`src/rtl/load_store_unit_pkg.sv`:
```
// Shared RV32 load/store types: access size encoding and the LSU state machine states.
package rv32_pkg;
    localparam int unsigned XLEN  = 32;
    localparam int unsigned CNT_W = 8;

    typedef enum logic [1:0] {
        BYTE    = 2'b00,
        HALF    = 2'b01,
        WORD    = 2'b10,
        ILLEGAL = 2'b11
    } lsu_size_e;

    typedef enum logic [1:0] {
        IDLE = 2'b00,
        REQ  = 2'b01,
        WAIT = 2'b10
    } lsu_state_e;
endpackage

```
`src/rtl/load_store_unit_align.sv`:
```
// Byte-lane steering for the LSU: alignment check, byte enables, store
// replication and load extraction with sign/zero extension.
module lsu_align
    import rv32_pkg::*;
(
    input  lsu_size_e       req_size,
    input  logic [1:0]      req_offset,
    input  lsu_size_e       acc_size,
    input  logic [1:0]      acc_offset,
    input  logic            acc_unsigned,
    input  logic [XLEN-1:0] acc_wdata,
    input  logic [XLEN-1:0] bus_rdata,
    output logic            misaligned,
    output logic [3:0]      be,
    output logic [XLEN-1:0] wdata_rep,
    output logic [XLEN-1:0] rdata_ext
);

    function automatic logic [XLEN-1:0] extend_load(
        input logic [XLEN-1:0] raw,
        input lsu_size_e       size,
        input logic            is_unsigned
    );
        logic signed [7:0]      b_s;
        logic signed [15:0]     h_s;
        logic signed [XLEN-1:0] r_s;
        b_s = $signed(raw[7:0]);
        h_s = $signed(raw[15:0]);
        case (size)
            BYTE:    r_s = is_unsigned ? $signed({24'h0, raw[7:0]})  : XLEN'(b_s);
            HALF:    r_s = is_unsigned ? $signed({16'h0, raw[15:0]}) : XLEN'(h_s);
            default: r_s = $signed(raw);
        endcase
        return r_s;
    endfunction

    logic [XLEN-1:0] rdata_shifted;

    always_comb begin
        case (req_size)
            BYTE:    misaligned = 1'b0;
            HALF:    misaligned = req_offset[0];
            WORD:    misaligned = |req_offset;
            default: misaligned = 1'b1;
        endcase
    end

    always_comb begin
        case (acc_size)
            BYTE: begin
                be        = 4'b0001 << acc_offset;
                wdata_rep = {4{acc_wdata[7:0]}};
            end
            HALF: begin
                be        = 4'b0011 << acc_offset;
                wdata_rep = {2{acc_wdata[15:0]}};
            end
            default: begin
                be        = 4'b1111;
                wdata_rep = acc_wdata;
            end
        endcase
    end

    // The addressed byte/half is moved down to bit 0 before extension.
    assign rdata_shifted = bus_rdata >> {acc_offset, 3'b000};
    assign rdata_ext     = extend_load(rdata_shifted, acc_size, acc_unsigned);

endmodule

```
`src/rtl/load_store_unit.sv`:
```
// MEM-stage load/store unit: one outstanding bus access, stalls the pipeline
// until the response or a timeout, flags misaligned accesses without touching the bus.
module load_store_unit
    import rv32_pkg::*;
#(
    parameter int unsigned TIMEOUT_CYCLES = 16
) (
    input  logic            clk_i,
    input  logic            rst_ni,
    input  logic            lsu_req_i,
    input  logic            lsu_we_i,
    input  logic [1:0]      lsu_size_i,
    input  logic            lsu_unsigned_i,
    input  logic [XLEN-1:0] lsu_addr_i,
    input  logic [XLEN-1:0] lsu_wdata_i,
    output logic [XLEN-1:0] lsu_rdata_o,
    output logic            lsu_valid_o,
    output logic            lsu_err_o,
    output logic            data_stall_o,
    output logic            misaligned_access_o,
    output logic [XLEN-1:0] misaligned_addr_o,
    output logic            data_req_o,
    input  logic            data_gnt_i,
    output logic            data_we_o,
    output logic [XLEN-1:0] data_addr_o,
    output logic [3:0]      data_be_o,
    output logic [XLEN-1:0] data_wdata_o,
    input  logic            data_rvalid_i,
    input  logic [XLEN-1:0] data_rdata_i,
    input  logic            data_err_i
);

    localparam logic [CNT_W-1:0] TIMEOUT_LIMIT = CNT_W'(TIMEOUT_CYCLES);

    lsu_state_e      state_q;
    logic [XLEN-1:0] addr_q;
    logic            we_q;
    lsu_size_e       size_q;
    logic            unsigned_q;
    logic [XLEN-1:0] wdata_q;
    logic [CNT_W-1:0] cnt_q;
    logic [XLEN-1:0] misaligned_addr_q;

    logic            misaligned;
    logic            accept;
    logic            rsp;
    logic            timeout;
    logic            bus_active;
    logic [3:0]      be;
    logic [XLEN-1:0] wdata_rep;
    logic [XLEN-1:0] rdata_ext;

    lsu_align u_align (
        .req_size     (lsu_size_e'(lsu_size_i)),
        .req_offset   (lsu_addr_i[1:0]),
        .acc_size     (size_q),
        .acc_offset   (addr_q[1:0]),
        .acc_unsigned (unsigned_q),
        .acc_wdata    (wdata_q),
        .bus_rdata    (data_rdata_i),
        .misaligned   (misaligned),
        .be           (be),
        .wdata_rep    (wdata_rep),
        .rdata_ext    (rdata_ext)
    );

    assign accept  = (state_q == IDLE) && lsu_req_i && !misaligned;
    assign rsp     = (state_q == WAIT) && data_rvalid_i;
    // A response arriving in the limit cycle still completes normally.
    assign timeout = (state_q != IDLE) && (cnt_q == TIMEOUT_LIMIT) && !rsp;

    always_ff @(posedge clk_i or negedge rst_ni) begin
        if (!rst_ni) begin
            state_q           <= IDLE;
            addr_q            <= '0;
            we_q              <= 1'b0;
            size_q            <= BYTE;
            unsigned_q        <= 1'b0;
            wdata_q           <= '0;
            cnt_q             <= '0;
            misaligned_addr_q <= '0;
        end else begin
            case (state_q)
                IDLE: begin
                    if (lsu_req_i) begin
                        if (misaligned) begin
                            misaligned_addr_q <= lsu_addr_i;
                        end else begin
                            addr_q     <= lsu_addr_i;
                            we_q       <= lsu_we_i;
                            size_q     <= lsu_size_e'(lsu_size_i);
                            unsigned_q <= lsu_unsigned_i;
                            wdata_q    <= lsu_wdata_i;
                            cnt_q      <= '0;
                            state_q    <= REQ;
                        end
                    end
                end
                REQ: begin
                    cnt_q <= cnt_q + 1'b1;
                    if (timeout)         state_q <= IDLE;
                    else if (data_gnt_i) state_q <= WAIT;
                end
                WAIT: begin
                    cnt_q <= cnt_q + 1'b1;
                    if (rsp || timeout) state_q <= IDLE;
                end
                default: state_q <= IDLE;
            endcase
        end
    end

    // Bus outputs are only driven while a request is on the bus.
    assign bus_active   = (state_q == REQ) && !timeout;
    assign data_req_o   = bus_active;
    assign data_we_o    = bus_active && we_q;
    assign data_addr_o  = bus_active ? {addr_q[XLEN-1:2], 2'b00} : '0;
    assign data_be_o    = bus_active ? be : 4'b0000;
    assign data_wdata_o = bus_active ? wdata_rep : '0;

    assign lsu_valid_o  = rsp || timeout;
    assign lsu_err_o    = (rsp && data_err_i) || timeout;
    assign lsu_rdata_o  = (rsp && !data_err_i && !we_q) ? rdata_ext : '0;

    assign data_stall_o = rst_ni && (accept
                                     || ((state_q == REQ) && !timeout)
                                     || ((state_q == WAIT) && !data_rvalid_i && !timeout));

    assign misaligned_access_o = rst_ni && (state_q == IDLE) && lsu_req_i && misaligned;
    assign misaligned_addr_o   = misaligned_addr_q;

endmodule

```
`config.mk`:
```
export PLATFORM = sky130hd
export DESIGN_NAME = load_store_unit
export DESIGN_NICKNAME = d
export VERILOG_FILES = /design/src/rtl/load_store_unit_pkg.sv /design/src/rtl/load_store_unit_align.sv /design/src/rtl/load_store_unit.sv
export SDC_FILE = /design/constraint.sdc
export NUM_CORES = 1
export LEC_CHECK = 0
export CORE_MARGIN = 3
export CORE_UTILIZATION = 30
export CTS_BUF_LIST = sky130_fd_sc_hd__clkbuf_16
export CTS_CLUSTER_DIAMETER = 30
export CTS_CLUSTER_SIZE = 24
export DETAILED_ROUTE_END_ITERATION = 8
export PLACE_DENSITY = 0.59
export SYNTH_ARGS = -nofsm -noshare
export SYNTH_HDL_FRONTEND = slang
export SYNTH_SLANG_ARGS = --single-unit
```
`constraint.sdc`:
```
create_clock -name clk_i -period 2.4 [get_ports clk_i]
set_input_delay 0.48 -clock clk_i [delete_from_list [all_inputs] [get_ports clk_i]]
set_output_delay 0.48 -clock clk_i [all_outputs]
set_load 0.01 [all_outputs]
```
# Word-level counts from Yosys, hierarchy flattened
# Index checks and enable logic that the tools add are counted.
# Widths: inputs -> output; s select.
word_totals:
  inputBits: 106
  reg_bits: 110
classes:
  shift: 3
  reduce_logical: 37
  n_mux: 19
  n_eq_ne: 10
  addsub: 1
  bitwise_logic: 1
op_table:
  columns: ["operator", "n"]
  rows:
  - ["$mux 32", 5]
  - ["$pmux 32 s2", 2]
  - ["$shr 32x5->32", 1]
  - ["$logic_and 1x1->1", 16]
  - ["$mux 8", 2]
  - ["$pmux 8 s2", 1]
  - ["$mux 2", 5]
  - ["$reduce_and 3->1", 3]
  - ["$add 8x1->8 const B", 1]
  - ["$eq 8x5->1 const B", 1]
  - ["$pmux 4 s2", 1]
  - ["$eq 2x1->1 const B", 3]
  - ["$logic_not 1->1", 6]
  - ["$logic_not 2->1", 3]
  - ["$ne 2x2->1 const B", 3]
  - ["$pmux 2 s3", 1]
  - ["$eq 2x2->1 const B", 2]
  - ["$logic_or 1x1->1", 4]
  - ["$mux 4", 1]
  - ["$reduce_and 4->1", 1]
  - ["$reduce_bool 2->1", 2]
  - ["$reduce_or 2->1", 2]
  - ["$shl 1x2->4 const A", 1]
  - ["$shl 2x2->4 const A", 1]
  - ["3 further kinds", 3]

# Depth between registers and ports, before layout
logic_depth:
  depth_word: 9
  mapped_depth: 9

# By module
# A second synthesis with hierarchy kept.
hier_totals:
  hier_cells: 733
  area_unflattened_um2: 6482.5
by_module_without_submodules:
  columns: ["module", "cells_per_inst", "seq_area_each_um2", "instances", "area_each_um2"]
  rows:
  - ["load_store_unit", 548, 2752.6, 1, 5149.9]
  - ["lsu_align", 185, 0.0, 1, 1332.5]

# Least setup slack after synthesis
# No wires, ideal clock.
synth_path:
  path_type: "flip-flop to output port"
  start: "register state_q[0]"
  end: "output port lsu_rdata_o[24]"
  slack_ns: -0.022
  t_arrival_ns: 1.942
  n_path_buf: 2
  stages_incl_launch_ff: 9
  path_cell_list: "dfrtp_1 -> inv_1 -> ha_1 -> nand4bb_1 -> clkbuf_1 -> or3_1 -> clkbuf_1 -> nor2_1 -> a21o_1"
synth_between:
  elab_chain_cells: 5
synth_lines:
  columns: ["element", "line_no", "text"]
  rows:
  - ["from (decl)", "load_store_unit.sv:35", "lsu_state_e state_q;"]
  - ["from (signal assigned)", "load_store_unit.sv:74", "state_q <= IDLE;"]
  - ["from (signal assigned)", "load_store_unit.sv:95", "state_q <= REQ;"]
  - ["from (signal assigned)", "load_store_unit.sv:101", "if (timeout) state_q <= IDLE;"]
  - ["$eq 2x2->1", "load_store_unit.sv:68", "assign rsp = (state_q == WAIT) && data_rvalid_i;"]
  - ["$logic_and 1x1->1", "load_store_unit.sv:68", null]
  - ["$logic_and 1x1->1 (2 in series)", "load_store_unit.sv:123", "assign lsu_rdata_o = (rsp && !data_err_i && !we_q) ? rdata_ext : '0;"]
  - ["$mux 32", "load_store_unit.sv:123", null]
  - ["to (decl)", "load_store_unit.sv:16", "output logic [XLEN-1:0] lsu_rdata_o,"]
# No other way between the ends.

# Worst setup path after layout
layout_path:
  start: "register addr_q[0]"
  end: "output port lsu_rdata_o[23]"
layout_between:
  elab_chain_cells: 4
  word_cells_on_any_way: 5
layout_lines:
  columns: ["element", "line_no", "text"]
  rows:
  - ["from (decl)", "load_store_unit.sv:36", "logic [XLEN-1:0] addr_q;"]
  - ["from (signal assigned)", "load_store_unit.sv:89", "addr_q <= lsu_addr_i;"]
  - ["$shr 32x5->32 (*)", "load_store_unit_align.sv:66", "assign rdata_shifted = bus_rdata >> {acc_offset, 3'b000};"]
  - ["$mux 32, on equally long branches", "load_store_unit_align.sv:31, load_store_unit_align.sv:30", null]
  - ["$pmux 32 s2 (*)", "load_store_unit_align.sv:29", "case (size)"]
  - ["$mux 32 (*)", "load_store_unit.sv:123", null]
# Every way passes the cells marked *; elsewhere a longest branch is shown, timed or not.

==> impl_results.md <==
* Status: finished, violations left
* Failing checks: negative setup slack
* IO Pins at between 200 and 250
* Rows at 50
* Startpoint types: register
* Reg2reg setup slack at roughly 300 ps
* First-pass GRT wire length at roughly 33,000 µm
* Die Wd at about 150 µm
* CTS buffer count at 9
* Port buffer count at about 240
* Final setup vio count at 93
* Top fanout value on the critical path at 8
* Most numerous cell in the Yosys netlist: dfrtp_1
* CTS Root Cell: clkbuf_16
* Fillers at about 1,700
* Final hold violation count at 0
* Clock Path Buffers at 2
* Core footprint at 19,100 µm²
* WL per Instance at approximately 19 µm
* Fin. max-slew vios at 0
* Max_slew headroom at a little over half
* Via-to-Cell Ratio at around 4.9
* Unrepaired setup endpoints after global routing: yes
* Switching share of power at approximately two fifths
* Largest net degree at the start of global routing at about 110
* Area contributors post-synth: dfrtp_1 (46%), mux2_2 (19%), mux2i_1 (5.5%)
* Leak at roughly 4.5 nW
* DRT Pass-1 Iters at 4
* Initial core utilization at between 30% and 40%
* Cells after Synth at roughly 550
* Fin crit period at 2800 ps
* WP data required at roughly 1900 ps
* Hold Crit Class: input pin to async pin
* Max cap viols at 0
* Total wire length at 21,500 µm
* Comb pwr share at roughly three fifths
* Net Sw Power at 4.87 mW
* Clk sinks at 110
* CP Capture Point: lsu_rdata_o[23]
* Crit. End Element: primary output
* Highest Clock Rate at 358 MHz
* Peak VDD IR at approximately 560 µV
* # DRC at 0
* Die H at 147 µm
* Hold Buf Count CTS at 0
* TNS Setup at -25,040 ps
* Tcrit/Tclk final at 116%
* Sequential share of power at between 20% and 30%
* Die area at between 20,000 and 25,000 µm²
* Synth warn at 0
* Number of synthesized flops with an enable pin at 0
* Worst Skew at ~8.6 ps
* Clock share of power at a little under an eighth
* Design Power at roughly 13 mW
* Fin worst setup slack at -395 ps
* Fraction of layout cells with a size suffix above 1 at 47.5%
* Final Hold Slack at roughly 180 ps
* Yosys top cell area share at 46.2%
* Initial antenna violation count at 1
* Overall global routing resource usage at 19.2%
* Synth area leader: dfrtp_1
* CP startpoint: addr_q[0]
* Cell variety after synth at 47
* CTS tree: yes
* Clk slew on worst S/H paths at around 70 ps
* DRT iter0 DRCs at 162
* Clk_lat worst skew at roughly 350 ps
* Post-Syn Area at between 5000 and 6000 µm²
* HPWL after DPL at 14,800 µm
* Primary FF master, synth: dfrtp_1
* Syn_area_per_cell at 10.8 µm²
* Remaining antenna violation count at 0
* H-tree lvl count at 3
* Worst Path Class, Setup: register to primary output
* Yosys reg bits at between 100 and 150
* Number of global-route vias before repair at slightly below 6,000
* Worst slew pin tran at about 680 ps
* Power Dens Cells at 1260 nW/µm²
* Start of the worst register-to-register path: state_q[1]
* Top cells by count, synth: dfrtp_1 (110), mux2_2 (100), and2_1 (47)
* Reg2reg end: state_q[0]
* Post-synth ARST share at 100%
* Sequential area share after synthesis at between 40% and 50%
* Gpl congestion at 0.896
* Internal power at between 7 and 8 mW
* Layout Nets at 973
* Vias at around 5,500
* Reg2reg path depth at 9
* P&R area growth vs syn at 66.7%
* GRT Residual Overflow at 0
* Arr. time, crit path at 2320 ps
==> power groups by stage <==
stage	Sequential, mW	Clock (mW)	Combinational, mW
2_1_floorplan	3.39	0	3.16
5_1_grt	3.58	1.59	8.21
3_3_place_gp	3.38	0	6.27
4_1_cts	3.43	1.50	7.08
3_5_place_dp	3.44	0	6.35
6_report	3.45	1.45	7.66
==> timing repair <==
action	4_1_cts	5_1_grt
setup endpoints to repair	104	103
buffers inserted	23	1
gates cloned	4	1
resized for setup	523	93
pin swaps	18	13
==> how the worst min path moves through the flow <==
| stage | slack (ps) | startpoint | to | cells after the start |
|---|---|---|---|---|
| 2_1_floorplan | 180 | rst_ni | addr_q[0] | 0 |
| 3_3_place_gp | 480 | addr_q[11] | addr_q[11] | 1 |
| 3_5_place_dp | 490 | addr_q[15] | addr_q[15] | 1 |
| 4_1_cts | 280 | rst_ni | misaligned_addr_o[29] | 2 |
| 5_1_grt | 290 | rst_ni | cnt_q[0] | 2 |
| 6_report | 180 | rst_ni | cnt_q[6] | 2 |
==> per-stage QoR <==
stage,util [%],setup slack [ps],cells,area [µm²]
floorplan,-,19.4,555,5970
global placement,47.8,-983,1084,9120
detailed placement,47.8,-1030,1084,9120
CTS,50.4,-437,1125,9630
global route,52.1,-482,1127,9930
finish,52.1,-395,1127,9930
==> registers in the layout, indices dropped and copies added (netlist names) <==
| register | flops |
|---|---|
| state_q | 2 |
| misaligned_addr_o | 32 |
| unsigned_q | 1 |
| addr_q | 32 |
| size_q | 2 |
| wdata_q | 32 |
| cnt_q | 8 |
| we_q | 1 |
==> routing by layer <==
| layer | part of all wire (%) | global-route usage (%) | vias to the layer above | routed length, µm |
|---|---|---|---|---|
| met5 | 0 | 0 | - | 0 |
| met4 | 2.2 | 5.27 | 0 | 478 |
| met3 | 8.1 | 6.72 | 33 | 1740 |
| met2 | 49 | 33.1 | 207 | 10500 |
| met1 | 41 | 22.9 | 2683 | 8720 |
| li1 | - | - | 2561 | - |
==> worst max-delay path, stage by stage, from the launching register on <==
cell and delay [ps]:
dfrtp_2 460, mux2i_2 180, mux4_2 500, or4_4 500
buf_6 150, o21ai_2 40, buf_2 140
==> cell type report <==
class,count,area [µm²],area share (%)
diodes,1,2.50,0.0252
clock buffers,9,225,2.27
clock inverters,7,55.1,0.554
inverters,8,32.5,0.327
multi-input cells,395,3440,34.6
flip-flops and latches,110,2750,27.7
well taps,260,325,3.27
repair buffers,337,3100,31.2
==> cell usage in the layout (no fill, tap or decap), types with 10 or more instances in the layout <==
cell type	Yosys	layout
buf_4	2	70
and2_1	47	21
nor2_1	36	18
nand2_1	34	33
a21oi_1	36	14
nor2_4	0	16
buf_6	1	57
a21oi_2	0	17
a211oi_1	15	11
mux2_2	100	99
clkdlybuf4s50_1	0	130
mux2i_1	33	32
and2_4	0	26
buf_2	7	59
dfrtp_1	110	109
clkbuf_16	0	10
==> logic make-up after synthesis <==
family / after synthesis / share of synthesized area, %
DFF: 110 / 46.2
AOI/OAI and AO/OA: 93 / 9.53
buffers and inverters: 50 / 3.55
muxes: 134 / 24.8
other: 1 / 0.0629
and+or+nand+nor: 160 / 14.6
adders and majority gates: 6 / 1.26
Note: power is estimated with default switching activity, not from simulation.
